### src/rtl/stt8_pkg.sv
// Shared types and defaults for the bit-serial subtractor.
package stt8_pkg;

   localparam int STT8_DEFAULT_WIDTH = 8;

   typedef enum logic [1:0] {
      IDLE = 2'd0,
      RUN  = 2'd1,
      DONE = 2'd2
   } stt8_state_e;

   function automatic int stt8_cnt_width(input int width);
      return (width < 2) ? 1 : $clog2(width);
   endfunction

endpackage

### src/rtl/serial_subtractor_if.sv
// Request/result bundle between the tile inputs and the serial subtractor.
interface serial_subtractor_if #(
   parameter int WIDTH = 8
);
   logic             start;
   logic [WIDTH-1:0] a;
   logic [WIDTH-1:0] b;
   logic             busy;
   logic             done;
   logic [WIDTH-1:0] diff;
   logic             borrow_out;

   modport master (
      output start, a, b,
      input  busy, done, diff, borrow_out
   );

   modport slave (
      input  start, a, b,
      output busy, done, diff, borrow_out
   );
endinterface

### src/rtl/full_subtractor.sv
// One-bit full subtractor: d = a - b - bin, bout is the borrow into the next bit.
module full_subtractor (
   input  logic a,
   input  logic b,
   input  logic bin,
   output logic d,
   output logic bout
);
   assign d    = a ^ b ^ bin;
   assign bout = (~a & b) | (~(a ^ b) & bin);
endmodule

### src/rtl/serial_subtractor.sv
// Bit-serial a - b, LSB first, one bit per clock with a borrow flop between bits.
//
// state | meaning
// IDLE  | waiting for start; previous result held
// RUN   | shifting one bit per clock through the full subtractor
// DONE  | one cycle, done pulsed, result presented
module serial_subtractor
   import stt8_pkg::*;
#(
   parameter int WIDTH = STT8_DEFAULT_WIDTH
) (
   input logic              clk,
   input logic              rst,
   serial_subtractor_if.slave bus
);
   localparam int CNT_W = stt8_cnt_width(WIDTH);
   localparam logic [CNT_W-1:0] CNT_LAST = CNT_W'(WIDTH - 1);

   stt8_state_e      state_q;
   logic [WIDTH-1:0] ra_q, rb_q, diff_q;
   logic [WIDTH-1:0] ra_d, rb_d, diff_d;
   logic [CNT_W-1:0] cnt_q, cnt_d;
   logic             br_q;
   logic             busy_q, done_q, borrow_q;
   logic             bit_d, bit_bo;

   full_subtractor u_fs (
      .a    (ra_q[0]),
      .b    (rb_q[0]),
      .bin  (br_q),
      .d    (bit_d),
      .bout (bit_bo)
   );

   assign ra_d   = {1'b0, ra_q[WIDTH-1:1]};
   assign rb_d   = {1'b0, rb_q[WIDTH-1:1]};
   assign diff_d = {bit_d, diff_q[WIDTH-1:1]};
   assign cnt_d  = cnt_q + CNT_W'(1);

   always_ff @(posedge clk) begin
      if (rst) begin
         state_q  <= IDLE;
         ra_q     <= '0;
         rb_q     <= '0;
         diff_q   <= '0;
         cnt_q    <= '0;
         br_q     <= 1'b0;
         busy_q   <= 1'b0;
         done_q   <= 1'b0;
         borrow_q <= 1'b0;
      end else begin
         done_q <= 1'b0;
         case (state_q)
            IDLE, DONE: begin
               if (bus.start) begin
                  state_q  <= RUN;
                  busy_q   <= 1'b1;
                  ra_q     <= bus.a;
                  rb_q     <= bus.b;
                  diff_q   <= '0;
                  cnt_q    <= '0;
                  br_q     <= 1'b0;
                  borrow_q <= 1'b0;
               end else begin
                  state_q <= IDLE;
               end
            end
            RUN: begin
               ra_q   <= ra_d;
               rb_q   <= rb_d;
               diff_q <= diff_d;
               br_q   <= bit_bo;
               cnt_q  <= cnt_d;
               if (cnt_q == CNT_LAST) begin
                  state_q  <= DONE;
                  busy_q   <= 1'b0;
                  done_q   <= 1'b1;
                  borrow_q <= bit_bo;
               end
            end
            default: begin
               state_q <= IDLE;
               busy_q  <= 1'b0;
            end
         endcase
      end
   end

   assign bus.busy       = busy_q;
   assign bus.done       = done_q;
   assign bus.diff       = diff_q;
   assign bus.borrow_out = borrow_q;
endmodule

### src/flat_wrapper.sv
// flat-port wrapper written by rule: the top's interface ports become plain ports
module serial_subtractor_flat import stt8_pkg::*;
#(
   parameter int WIDTH = STT8_DEFAULT_WIDTH
)
  (clk, rst, bus_start, bus_a, bus_b, bus_busy, bus_done, bus_diff, bus_borrow_out);
  serial_subtractor_if #(.WIDTH(WIDTH)) bus_i ();
  input logic clk;
  input logic rst;
  input wire logic [$bits(bus_i.start)-1:0] bus_start;
  input wire logic [$bits(bus_i.a)-1:0] bus_a;
  input wire logic [$bits(bus_i.b)-1:0] bus_b;
  output wire logic [$bits(bus_i.busy)-1:0] bus_busy;
  output wire logic [$bits(bus_i.done)-1:0] bus_done;
  output wire logic [$bits(bus_i.diff)-1:0] bus_diff;
  output wire logic [$bits(bus_i.borrow_out)-1:0] bus_borrow_out;
  assign bus_i.start = bus_start;
  assign bus_i.a = bus_a;
  assign bus_i.b = bus_b;
  assign bus_busy = bus_i.busy;
  assign bus_done = bus_i.done;
  assign bus_diff = bus_i.diff;
  assign bus_borrow_out = bus_i.borrow_out;
  serial_subtractor #(.WIDTH(WIDTH)) u_core (.clk(clk), .rst(rst), .bus(bus_i));
endmodule
### config.mk
export PLATFORM = sky130hd
export DESIGN_NAME = serial_subtractor_flat
export DESIGN_NICKNAME = d
export VERILOG_FILES = /design/src/rtl/stt8_pkg.sv /design/src/rtl/serial_subtractor_if.sv /design/src/rtl/full_subtractor.sv /design/src/rtl/serial_subtractor.sv /design/src/flat_wrapper.sv
export SDC_FILE = /design/constraint.sdc
export NUM_CORES = 1
export LEC_CHECK = 0
export BUFFER_PORTS_ARGS = -buffer_cell sky130_fd_sc_hd__buf_4
export CORE_AREA = 5 5 59 61
export DETAILED_ROUTE_END_ITERATION = 6
export DIE_AREA = 0 0 64 66
export PLACE_DENSITY_LB_ADDON = 0.25
export SLEW_MARGIN = 20
export SYNTH_ARGS = -nofsm -noshare
export SYNTH_HDL_FRONTEND = slang
export SYNTH_SLANG_ARGS = --single-unit
### constraint.sdc
create_clock -name clk -period 2.7 [get_ports clk]
set_input_delay 0.27 -clock clk [delete_from_list [all_inputs] [get_ports clk]]
set_output_delay 0.27 -clock clk [all_outputs]
set_load 0.005 [all_outputs]
==> results.sh <==
export IMPL_clkPwrFrac=0.295
export IMPL_hold_path_class="input pin to flip-flop"
export IMPL_grt_total_usage=0.1466
export IMPL_tns_ps=0
export IMPL_wl_mm=2.848
export IMPL_yosysTopAreaCell="dfxtp_1"
export IMPL_drv_cap=0
export IMPL_finalHoldViolations=0
export IMPL_cts_buffer_depth=2
export IMPL_p_leak_nw=0.6553
export IMPL_synth_cells=166
export IMPL_fillers=290
export IMPL_diodes=0
export IMPL_p_sw_mw=0.2395
export IMPL_ys_warnings_count=0
export IMPL_routabilityCongestion=0.7153
export IMPL_multi_input_area_um2=611.8
export IMPL_root_buffer="clkbuf_4"
export IMPL_dp_final_hpwl_mm=1.958
export IMPL_synth_nets=188
export IMPL_cts_tree="yes"
export IMPL_synth_distinct_cells=21
export IMPL_cts_buffers=5
export IMPL_wl_per_cell_um=12.77
export IMPL_postCtsSetupBuffers=0
export IMPL_finalSetupViolCount=0
export IMPL_synth_area_leaders="dfxtp_1 49%, nand2_1 11%, a311oi_1 9.0%"
export IMPL_ios=30
export IMPL_die_area_um2=4224
export IMPL_outcome="completed"
export IMPL_htreeDepth=2
export IMPL_clk_latency_ps=330
export IMPL_pwr_share_seq=0.571
export IMPL_cts_sinks=33
export IMPL_period_minus_slack_ps=1631
export IMPL_p_int_mw=0.6926
export IMPL_slew_viol_final=0
export IMPL_whs_ps=186.6
export IMPL_die_width_um=64
export IMPL_synth_mux_area_frac=0
export IMPL_synthTopCellsByCount="41 x nand2_1, 33 x dfxtp_1, 18 x nor2_1, 16 x a21oi_1, 16 x nand3_1"
export IMPL_start_util=0.4641
export IMPL_synth_edf_count=0
export IMPL_grt_pass1_wl_mm=4.892
export IMPL_reg2reg_depth=4
export IMPL_powerDensity_nw_per_um2=578.0
export IMPL_synth_xor_area_frac=0
export IMPL_cp_arrival_ps=1850
export IMPL_yosysTopAreaCellShare=0.4862
export IMPL_remaining_drc_errors=0
export IMPL_rrSetupSlack_ps=1070
export IMPL_fin_crit_sh=0.6040
export IMPL_fp_dieH_um=66
export IMPL_synthArstFlopShare=0
export IMPL_portBuffers=29
export IMPL_grt_pass1_vias=1092
export IMPL_crit_path_end_kind="flip-flop"
export IMPL_crit_type="flip-flop to flip-flop"
export IMPL_dr_pass1_iters=4
export IMPL_yosys_most_used_dff="dfxtp_1"
export IMPL_placementRows=20
export IMPL_ir_drop_mv=0.3786
export IMPL_whs_endpoint="u_core.rb_q[7]"
export IMPL_clock_skew_ps=7.271
export IMPL_antenna_found_initial=0
export IMPL_syn_area_um2=1359
export IMPL_seqCellArea_um2=660.6
export IMPL_hold_depth=3
export IMPL_ys_ff_latch=33
export IMPL_yosysSeqAreaShare=0.4862
export IMPL_switching_share=0.2570
export IMPL_relSlewSlack=0.6854
export IMPL_r2r_start="u_core.state_q[1]"
export IMPL_grt_overflow_total=0
export IMPL_hp_start="bus_b[7]"
export IMPL_area_growth_pct=18.69
export IMPL_comb_power_share=0.134
export IMPL_synth_compound_area_frac=0.1602
export IMPL_synth_simple_area_share=0.2569
export IMPL_r2r_end="u_core.rb_q[6]"
export IMPL_crit_path_max_fanout=31
export IMPL_postRouteAntennaNets=0
export IMPL_avgSynthCellArea_um2=8.186
export IMPL_fmax_mhz=613.2
export IMPL_synth_top_family_by_area="simple AND/OR/NAND/NOR gates"
export IMPL_tightest_slew_ps=471.9
export IMPL_core_area_um2=2928
export IMPL_drt_iter0_markers=79
export IMPL_via_per_inst=5.377
export IMPL_worstSetupStartpointType="flip-flop"
export IMPL_synthAdderAreaFrac=0.03315
export IMPL_cts_resized=0
export IMPL_post_synth_top_count_cell="nand2_1"
export IMPL_rsz0062_at_grt="false"
export IMPL_cts_clk_slew_worst_paths_ps=90
export IMPL_grt_start_max_net_pins=34
export IMPL_nets=212
export IMPL_cp_required_ps=2920
export IMPL_drive_gt1_frac=0.2000
export IMPL_vias=1199
export IMPL_ctsHoldBuffers=0
## worst max-delay path: stages, from the launching register on
cell and delay (ps):
dfxtp_1 370, nand2b_1 410, buf_4 390, nor2_1 70, a311oi_1 280
## stage by stage
step / util / std cells / power (mW) / area, um2 / setup WS [ps]
after global routing: 0.5509 / 223 / 0.9875 / 1613 / 870.0
after global placement: 0.5321 / 216 / 0.6642 / 1558 / 1158
after detailed placement: 0.5321 / 216 / 0.6697 / 1558 / 1049
after CTS: 0.5509 / 223 / 0.9461 / 1613 / 1070
after floorplan: - / 166 / 0.6313 / 1359 / 1569
final: 0.5509 / 223 / 0.9321 / 1613 / 1069
## worst max-delay path by stage
| stage | startpoint | endpoint | slack (ps) | depth (start not counted) |
|---|---|---|---|---|
| floorplan | u_core.ra_q[0] | u_core.bus.diff[7] | 1570 | 4 |
| global placement | bus_start | u_core.ra_q[0] | 1160 | 5 |
| detailed placement | bus_start | u_core.rb_q[6] | 1050 | 5 |
| CTS | u_core.state_q[0] | u_core.rb_q[6] | 1070 | 4 |
| global route | u_core.state_q[0] | u_core.ra_q[0] | 870 | 4 |
| finish | u_core.state_q[1] | u_core.rb_q[6] | 1070 | 4 |
## cells in the final DEF (no fill, tap or decap)
| master | n |
|---|---|
| nand2b_1 | 3 |
| nor2_1 | 18 |
| ha_1 | 2 |
| a21oi_1 | 16 |
| nand3b_1 | 1 |
| nor2b_1 | 1 |
| inv_1 | 1 |
| o21a_1 | 1 |
| nand2_1 | 41 |
| dfxtp_1 | 33 |
| clkbuf_8 | 1 |
| a311oi_1 | 14 |
| clkbuf_4 | 5 |
| and2b_1 | 1 |
| nand3_1 | 16 |
| clkbuf_1 | 1 |
| fa_1 | 1 |
| or2b_1 | 1 |
| buf_4 | 32 |
| o21bai_1 | 1 |
## flip-flops by register name (all words and copies together) (netlist names)
register / cells
u_core.bus.borrow_out: 1
u_core.bus.busy: 1
u_core.state_q: 2
u_core.br_q: 1
u_core.bus.done: 1
u_core.rb_q: 8
u_core.ra_q: 8
u_core.cnt_q: 3
u_core.bus.diff: 8
## per-layer routing
metal | share of wire | vias up | track usage | wire length (um)
li1 | - | 612 | - | -
met1 | 0.44 | 555 | 0.1705 | 1250
met2 | 0.49 | 28 | 0.2399 | 1398
met3 | 0.059 | 4 | 0.06463 | 169
met4 | 0.010 | 0 | 0.04675 | 29
met5 | 0 | - | 0 | 0
## power groups by stage
| stage | clock network [mW] | logic [mW] | registers, mW |
|---|---|---|---|
| 2_1_floorplan | 0 | 0.0918 | 0.540 |
| 3_3_place_gp | 0 | 0.121 | 0.543 |
| 3_5_place_dp | 0 | 0.126 | 0.544 |
| 4_1_cts | 0.287 | 0.127 | 0.533 |
| 5_1_grt | 0.307 | 0.144 | 0.537 |
| 6_report | 0.275 | 0.125 | 0.533 |
## cell families after synthesis
family	count (synthesis)
buffers and inverters	16
and+or+nand+nor	82
AOI/OAI and AO/OA	32
adders and majority gates	3
DFF	33
## cell type report
cell class | instances | area share
multi-input combinational | 117 | 0.3794
inverter | 1 | 0.002327
tap | 33 | 0.02560
timing repair buffer | 32 | 0.1490
sequential | 33 | 0.4096
clock buffer | 7 | 0.03413
Note: power is estimated with default switching activity, not from simulation.
